$ cat config.mk
export PLATFORM = sky130hd
export DESIGN_NAME = uart_loader
export DESIGN_NICKNAME = d
export VERILOG_FILES = /design/src/rtl/uart_loader.sv
export SDC_FILE = /design/constraint.sdc
export NUM_CORES = 1
export LEC_CHECK = 0
export BUFFER_PORTS_ARGS = -buffer_cell sky130_fd_sc_hd__clkbuf_2
export CAP_MARGIN = 25
export CORE_ASPECT_RATIO = 1.5
export CORE_MARGIN = 4
export CORE_UTILIZATION = 45
export CTS_BUF_LIST = sky130_fd_sc_hd__clkbuf_4
export CTS_CLUSTER_SIZE = 8
export DETAILED_ROUTE_END_ITERATION = 6
export GPL_TIMING_DRIVEN = 0
export PLACE_DENSITY = 0.74
export SYNTH_ARGS = -nofsm -noshare
export SYNTH_HDL_FRONTEND = slang
export SYNTH_SLANG_ARGS = --single-unit
$ cat constraint.sdc
create_clock -name clk -period 1.8 [get_ports clk]
set_input_delay 0.27 -clock clk [delete_from_list [all_inputs] [get_ports clk]]
set_output_delay 0.27 -clock clk [all_outputs]
set_load 0.005 [all_outputs]
$ cat src/rtl/uart_loader.sv
`default_nettype none
// ==========================================================================
// uart_loader : 8N1 receiver + load-packet decoder writing work RAM, holds CPU.
//   Trailing checksum byte enabled by defining UART_LOADER_CHECKSUM_EN.
//   Revision 1.0
// ==========================================================================
module uart_loader #(
  parameter int         ADDR_W = 16,
  parameter int         LEN_W  = 16,
  parameter logic [7:0] HEADER = 8'h55
) (
  input  logic              clk,
  input  logic              reset,
  input  logic              rx_tick,
  input  logic              rxd,
  output logic [ADDR_W-1:0] mem_addr,
  output logic [7:0]        mem_data,
  output logic              mem_we,
  output logic              cpu_hold,
  output logic              done,
  output logic              err
);

`ifdef UART_LOADER_CHECKSUM_EN
  localparam bit CHK_EN = 1'b1;
`else
  localparam bit CHK_EN = 1'b0;
`endif

  typedef enum logic [1:0] {RX_IDLE, RX_START, RX_BITS, RX_STOP} rx_state_t;
  typedef enum logic [2:0] {
    S_IDLE, S_ADDR_H, S_ADDR_L, S_LEN_H, S_LEN_L, S_DATA, S_CHK
  } pkt_state_t;

  // ---------------- receiver ----------------
  logic       rxd_meta, rxd_sync, rxd_prev;
  rx_state_t  rx_state, rx_state_n;
  logic [3:0] tick_cnt, tick_cnt_n;
  logic [2:0] bit_cnt, bit_cnt_n;
  logic [7:0] rx_byte, rx_byte_n;
  logic       byte_valid, byte_valid_n;
  logic       frame_err, frame_err_n;

  always_ff @(posedge clk) begin
    if (reset) begin
      rxd_meta   <= 1'b1;
      rxd_sync   <= 1'b1;
      rxd_prev   <= 1'b1;
      rx_state   <= RX_IDLE;
      tick_cnt   <= '0;
      bit_cnt    <= '0;
      rx_byte    <= '0;
      byte_valid <= 1'b0;
      frame_err  <= 1'b0;
    end else begin
      rxd_meta   <= rxd;
      rxd_sync   <= rxd_meta;
      rxd_prev   <= rxd_sync;
      rx_state   <= rx_state_n;
      tick_cnt   <= tick_cnt_n;
      bit_cnt    <= bit_cnt_n;
      rx_byte    <= rx_byte_n;
      byte_valid <= byte_valid_n;
      frame_err  <= frame_err_n;
    end
  end

  always_comb begin
    rx_state_n   = rx_state;
    tick_cnt_n   = tick_cnt;
    bit_cnt_n    = bit_cnt;
    rx_byte_n    = rx_byte;
    byte_valid_n = 1'b0;
    frame_err_n  = 1'b0;
    case (rx_state)
      RX_IDLE: begin
        if (rxd_prev && !rxd_sync) begin
          rx_state_n = RX_START;
          tick_cnt_n = '0;
        end
      end
      RX_START: begin
        // Half a bit in: re-check the start bit to reject glitches.
        if (rx_tick) begin
          tick_cnt_n = tick_cnt + 4'd1;
          if (tick_cnt == 4'd7) begin
            tick_cnt_n = '0;
            bit_cnt_n  = '0;
            rx_state_n = rxd_sync ? RX_IDLE : RX_BITS;
          end
        end
      end
      RX_BITS: begin
        if (rx_tick) begin
          tick_cnt_n = tick_cnt + 4'd1;
          if (tick_cnt == 4'd15) begin
            rx_byte_n = {rxd_sync, rx_byte[7:1]};
            bit_cnt_n = bit_cnt + 3'd1;
            if (bit_cnt == 3'd7) rx_state_n = RX_STOP;
          end
        end
      end
      RX_STOP: begin
        if (rx_tick) begin
          tick_cnt_n = tick_cnt + 4'd1;
          if (tick_cnt == 4'd15) begin
            rx_state_n   = RX_IDLE;
            byte_valid_n = rxd_sync;
            frame_err_n  = !rxd_sync;
          end
        end
      end
      default: rx_state_n = RX_IDLE;
    endcase
  end

  // ---------------- packet decoder ----------------
  pkt_state_t        state, state_n;
  logic [7:0]        field_hi, field_hi_n;
  logic [LEN_W-1:0]  remain, remain_n;
  logic [7:0]        sum, sum_n;
  logic [ADDR_W-1:0] addr_n;
  logic [7:0]        data_n;
  logic              we_n, hold_n, done_n, err_n;
  logic [ADDR_W-1:0] addr_field;
  logic [LEN_W-1:0]  len_field;

  assign addr_field = ADDR_W'({field_hi, rx_byte});
  assign len_field  = LEN_W'({field_hi, rx_byte});

  always_ff @(posedge clk) begin
    if (reset) begin
      state    <= S_IDLE;
      field_hi <= '0;
      remain   <= '0;
      sum      <= '0;
      mem_addr <= '0;
      mem_data <= '0;
      mem_we   <= 1'b0;
      cpu_hold <= 1'b0;
      done     <= 1'b0;
      err      <= 1'b0;
    end else begin
      state    <= state_n;
      field_hi <= field_hi_n;
      remain   <= remain_n;
      sum      <= sum_n;
      mem_addr <= addr_n;
      mem_data <= data_n;
      mem_we   <= we_n;
      cpu_hold <= hold_n;
      done     <= done_n;
      err      <= err_n;
    end
  end

  always_comb begin
    state_n    = state;
    field_hi_n = field_hi;
    remain_n   = remain;
    sum_n      = sum;
    addr_n     = mem_addr;
    data_n     = mem_data;
    we_n       = 1'b0;
    hold_n     = cpu_hold;
    done_n     = 1'b0;
    err_n      = err;
    if (frame_err) begin
      state_n = S_IDLE;
      err_n   = 1'b1;
      hold_n  = 1'b0;
    end else if (mem_we) begin
      // Address/count bookkeeping happens the cycle after each write.
      addr_n   = mem_addr + 1'b1;
      remain_n = remain - 1'b1;
      if (remain == LEN_W'(1)) begin
        if (CHK_EN) begin
          state_n = S_CHK;
        end else begin
          state_n = S_IDLE;
          done_n  = 1'b1;
          hold_n  = 1'b0;
        end
      end
    end else if (byte_valid) begin
      sum_n = sum + rx_byte;
      case (state)
        S_IDLE: begin
          if (rx_byte == HEADER) begin
            state_n = S_ADDR_H;
            hold_n  = 1'b1;
            err_n   = 1'b0;
            sum_n   = '0;
          end
        end
        S_ADDR_H: begin
          field_hi_n = rx_byte;
          state_n    = S_ADDR_L;
        end
        S_ADDR_L: begin
          addr_n  = addr_field;
          state_n = S_LEN_H;
        end
        S_LEN_H: begin
          field_hi_n = rx_byte;
          state_n    = S_LEN_L;
        end
        S_LEN_L: begin
          remain_n = len_field;
          if (len_field != '0) begin
            state_n = S_DATA;
          end else if (CHK_EN) begin
            state_n = S_CHK;
          end else begin
            state_n = S_IDLE;
            done_n  = 1'b1;
            hold_n  = 1'b0;
          end
        end
        S_DATA: begin
          we_n   = 1'b1;
          data_n = rx_byte;
        end
        S_CHK: begin
          state_n = S_IDLE;
          hold_n  = 1'b0;
          if (rx_byte == sum) done_n = 1'b1;
          else                err_n  = 1'b1;
        end
        default: state_n = S_IDLE;
      endcase
    end
  end

endmodule
`default_nettype wire

# ---- Word-level counts from Yosys, hierarchy flattened
# Index checks and enable logic that the tools add are counted.
dict set report op_classes {
  eq_ne 31
  mux 53
  n_bitwise 6
  reduce_logical 29
  add_sub_neg 5
}
# op n
set op_table {}
lappend op_table {{16-bit 2-to-1 mux} 6}
lappend op_table {{3-bit 2-to-1 mux} 9}
lappend op_table {{2-bit 2-to-1 mux} 9}
lappend op_table {{2-bit inequality test, second input constant} 9}
lappend op_table {{3-bit one-hot mux with 6 select lines} 1}
lappend op_table {{16-bit by 1-bit adder with 16-bit output, second input constant} 1}
lappend op_table {{16-bit by 1-bit equality test with 1-bit output, second input constant} 1}
lappend op_table {{1-bit 2-to-1 mux} 16}
lappend op_table {{4-bit 2-to-1 mux} 4}
lappend op_table {{8-bit 2-to-1 mux} 2}
lappend op_table {{16-bit nonzero test} 1}
lappend op_table {{16-bit by 1-bit subtractor with 16-bit output, second input constant} 1}
lappend op_table {{3-bit AND reduction} 5}
lappend op_table {{5-bit AND reduction} 3}
lappend op_table {{3-bit equality test, second input constant} 4}
lappend op_table {{3-bit inequality test, second input constant} 4}
lappend op_table {{4-bit one-hot mux with 3 select lines} 1}
lappend op_table {{4-bit AND reduction} 3}
lappend op_table {{2-bit nonzero test} 5}
lappend op_table {{8-bit adder} 1}
lappend op_table {{8-bit by 7-bit equality test with 1-bit output, second input constant} 1}
lappend op_table {{8-bit equality test} 1}
lappend op_table {{2-bit one-hot mux with 4 select lines} 1}
lappend op_table {{8-bit AND reduction} 1}
lappend op_table {{other kinds (21)} 34}
dict set report word_totals {
  regBits 85
  wordCells 143
  in_bits 4
}

# ---- Longest topological paths before layout
dict set report depth {
  ltp_word 6
  ltp_mapped 7
  mapped_depth_nobuf 7
}

# ---- Worst setup path after synthesis
# OpenSTA, ideal clock, no wires.
dict set report synth_timing {
  path_kind {register to register}
  startpoint {register rx_byte[1]}
  endpoint {register sum[7]}
  path_stages_with_launch 7
  setup_slack_ns -0.145
  path_buffers 0
  t_arrival_ns 1.870
  path_cell_list {dfxtp_1 > ha_1 > a211oi_1 > nor3_1 > mux2i_1 > or4_1 > a31oi_1}
}
dict set report synth_via {
  elab_chain_len 3
}
# element line_no
set synth_lines {}
lappend synth_lines {{start, declared} 40} ;# logic [7:0] rx_byte, rx_byte_n;
lappend synth_lines {{start signal, assigned} 62} ;# rx_byte <= rx_byte_n;
lappend synth_lines {{8-bit adder or 8-bit by 7-bit equality test with 1-bit output (tied branches)} {186, 189}}
lappend synth_lines {{8-bit 2-to-1 mux} 189} ;# if (rx_byte == HEADER) begin
lappend synth_lines {{8-bit 2-to-1 mux *} 187} ;# case (state)
lappend synth_lines {{end signal, assigned} 147} ;# sum <= sum_n;
lappend synth_lines {{end, declared} 121} ;# logic [7:0] sum, sum_n;
# Mark *: on every way between the ends. The rest lies on a longest branch, timed or not.
# A chain may end at the register's enable or synchronous reset.

# ---- Final worst setup path
dict set report layout_timing {
  startpoint {register rx_byte[3]}
  endpoint {register done}
}
dict set report layout_via {
  elab_chain_len 5
}
# element line_no
set layout_lines {}
lappend layout_lines {{8-bit equality test or 16-bit nonzero test (tied branches)} {227, 210}}
lappend layout_lines {{1-bit 2-to-1 mux (on tied branches)} {227, 210}}
lappend layout_lines {{1-bit one-hot mux with 2 select lines *} 187}
lappend layout_lines {{1-bit 2-to-1 mux *} 185} ;# end else if (byte_valid) begin
lappend layout_lines {{1-bit 2-to-1 mux *} 172} ;# end else if (mem_we) begin
lappend layout_lines {{end signal, assigned} 152} ;# done <= done_n;
lappend layout_lines {{end, declared} 20} ;# output logic done,
# Marks and branches as above.

==> results.json <==
{
  "hold_violations": 0,
  "port_buffers": 30,
  "power_frac_clock_pct": 36.8,
  "worst_slack_ns": -0.0781,
  "insertion_delay_ns": 0.47,
  "finalSetupViolCount": 7,
  "synth_area_leaders": "dfxtp_1, a21oi_1, mux2i_1",
  "place.gp.congestion": 0.906,
  "drv_slew": 0,
  "die_h_um": 131,
  "start_util_pct": 46.6,
  "root_buffer": "clkbuf_4",
  "synth_top_area_share_pct": 37.5,
  "grt_max_degree": 15,
  "cts_num_sinks": 85,
  "drc": 0,
  "maxCapViolCount": 0,
  "worst-r2r-setup-slack_ns": -0.08,
  "drtAntennaViolNets": 0,
  "synth_nets": 586,
  "mostFrequentLayoutCells": "dfxtp_1, a21oi_1, nor2_1, nand2_1, clkbuf_2",
  "synth.distinct_cells": 59,
  "cts_tree": "built",
  "synth_top_area_cell": "dfxtp_1",
  "regToRegEndpoint": "done",
  "grt_usage_pct": 23.9,
  "power.density_mw_per_mm2": 552,
  "drt_iter0_markers": 475,
  "critPathLaunch": "rx_byte[3]",
  "cp_slowest_stage_delay_ns": 0.45,
  "gr-total-overflow": 0,
  "p_int_uw": 2370,
  "die_width_um": 90.0,
  "drt-wirelength-per-cell_um": 19.5,
  "grt_pass1_wl_um": 22400,
  "drive_above_1_share_pct": 28.3,
  "synth_flop_cell": "dfxtp_1",
  "reg2regPathDepth": 7,
  "min_period_ns": 1.88,
  "clk_pin_slew_ns": 0.14,
  "yosysWarningCount": 0,
  "fin_crit_sh_pct": 104,
  "violations": "negative setup slack",
  "seq_power_share_pct": 59.6,
  "ys_async_sr_fraction_pct": 0,
  "io_pins": 32,
  "numCtsBuffers": 9,
  "power_leakage_uw": 0.00207,
  "hpwlAfterDp_um": 9360,
  "cts_htree_levels": 3,
  "dieArea_mm2": 0.0118,
  "cp.required_ns": 2.18,
  "switchingPower_uw": 790,
  "swShare_pct": 25.0,
  "path_delay_family": "simple AND/OR/NAND/NOR gates",
  "clk_path_buf_depth": 2,
  "end_kind": "register",
  "hold_class": "primary input to register",
  "fill_cells": 826,
  "cp-start-kind": "register",
  "synth_edf_count": 0,
  "r2r_start": "rx_byte[3]",
  "antenna_found_initial": 1,
  "final_common_cell": "dfxtp_1",
  "crit_end": "done",
  "rsz0062_at_grt": "yes",
  "via_count": 4795,
  "fin_tns_setup_ns": -0.374,
  "critPathMaxFanout": 7,
  "num-nets-final": 657,
  "syn_to_final_growth_pct": 26.2,
  "dr.pass1.iters": 6,
  "post-route-util_pct": 58.8,
  "cp.depth": 7,
  "path_buf_inv": 1,
  "vdd.ir_drop.worst_v": 0.000490,
  "p_comb_share_pct": 3.7,
  "worstMarginPinSlew_ns": 0.750,
  "postSynthCellCount": 568,
  "ys_seq_area_share_pct": 37.5,
  "path_class": "register to register",
  "cp_cell_sequence": "ha_4 > buf_4 > nor4_1 > nand4_1 > o31ai_1 > nand2_1 > a21boi_1",
  "arrival_ns": 2.26,
  "status": "finished, violations left",
  "via_per_inst": 6.31,
  "syn_avg_cell_area_um2": 7.99,
  "relSlewSlack_pct": 50.0,
  "final.setup_skew_ns": 0.0249,
  "max_freq_mhz": 532,
  "core_mm2": 0.00974,
  "num_rows": 44,
  "drt-total-wl_um": 14800,
  "netlist_area_mm2": 0.00454,
  "grt_pass1_vias": 4664,
  "synth_seq_cells": 85,
  "slowest_stage": "dfxtp_4"
}
routing by layer:
metal | routed length [um] | GRT usage (%)
met1 | 5430 | 24.6
met2 | 7370 | 42.3
met4 | 872 | 18.5
met3 | 1150 | 5.38
met5 | 0 | 0
power by group through the flow:
| stage | clock network [uW] | logic [uW] | registers [uW] |
|---|---|---|---|
| global placement | 0 | 103 | 1940 |
| CTS | 1170 | 107 | 1890 |
| floorplan | 0 | 74.8 | 1940 |
| finish | 1160 | 116 | 1880 |
| detailed placement | 0 | 105 | 1940 |
| global route | 1250 | 126 | 1890 |
logic make-up after synthesis:
kind of cell,Yosys count,synth area share (%)
buf+inv,51,4.47
flops,85,37.5
mux,20,4.41
fa+ha+maj,14,4.02
compound gates,163,22.0
simple gates,227,26.1
xor+xnor,8,1.54
final cells by class:
type,instances,area (um^2),area share [%]
antenna,1,2.50,0.0437
buffer,34,185,3.23
clock buffer,11,82.6,1.44
clock inverter,5,60.1,1.05
inverter,11,42.5,0.742
multi-input combinational,432,3000,52.3
sequential,85,1750,30.6
tap,115,144,2.51
timing repair buffer,66,460,8.03
synth_stat cells, drive strengths merged (4+ instances only):
cell type,n
nand2,45
dfxtp,85
a31oi,5
xnor2,6
nand3,30
nor2b,14
buf,8
nor3,22
nand4,10
o22ai,6
mux2i,20
a21oi,61
or2,9
nand2b,7
o31ai,6
nor2,46
a22oi,6
nand3b,5
inv,10
o21ai,38
o21bai,4
and3,5
nor4,12
a211oi,7
o21a,5
clkbuf,32
ha,13
worst reg2reg max path, cell delays in order, from the launching register on:
cell and delay [ns]:
dfxtp_4 0.45, ha_4 0.23, buf_4 0.14, nor4_1 0.36
nand4_1 0.23, o31ai_1 0.12, nand2_1 0.08, a21boi_1 0.19
worst min-delay path by stage:
stage / start / endpoint / slack (ns) / cells past startpoint
global route: rx_tick / tick_cnt[0] / 0.24 / 4
detailed placement: rxd_meta / rxd_sync / 0.39 / 1
floorplan: rxd / rxd_meta / 0.37 / 1
finish: rx_tick / tick_cnt[3] / 0.23 / 4
CTS: rx_tick / tick_cnt[3] / 0.18 / 4
global placement: rxd_meta / rxd_sync / 0.39 / 1
sequential cells by signal (all words and copies together) (netlist names), 4 cells and up, named ones only:
| name | flops |
|---|---|
| mem_addr | 16 |
| remain | 16 |
| field_hi | 8 |
| mem_data | 8 |
| rx_byte | 8 |
| sum | 8 |
| tick_cnt | 4 |
stage by stage:
stage               cells  setup slack [ns]  instance area, um^2  hold WS (ns)  power (uW)
finish                760           -0.0781                 5730         0.230        3160
global route          760            -0.160                 5730         0.237        3260
CTS                   739            -0.145                 5320         0.181        3170
detailed placement    713            -0.379                 4870         0.392        2050
global placement      713            -0.360                 4870         0.394        2040
floorplan             568           -0.0329                 4580         0.374        2010
timing repair:
item | in CTS | in global routing
buffers inserted | 11 | 23
gates resized for setup | 58 | 80
endpoints found under the setup margin | 69 | 69
hold endpoints to repair | 1 | 0
hold buffers | 1 | 0
pin swaps | 14 | 31
cloned | 0 | 1
Power figures use the tool's default switching activity.
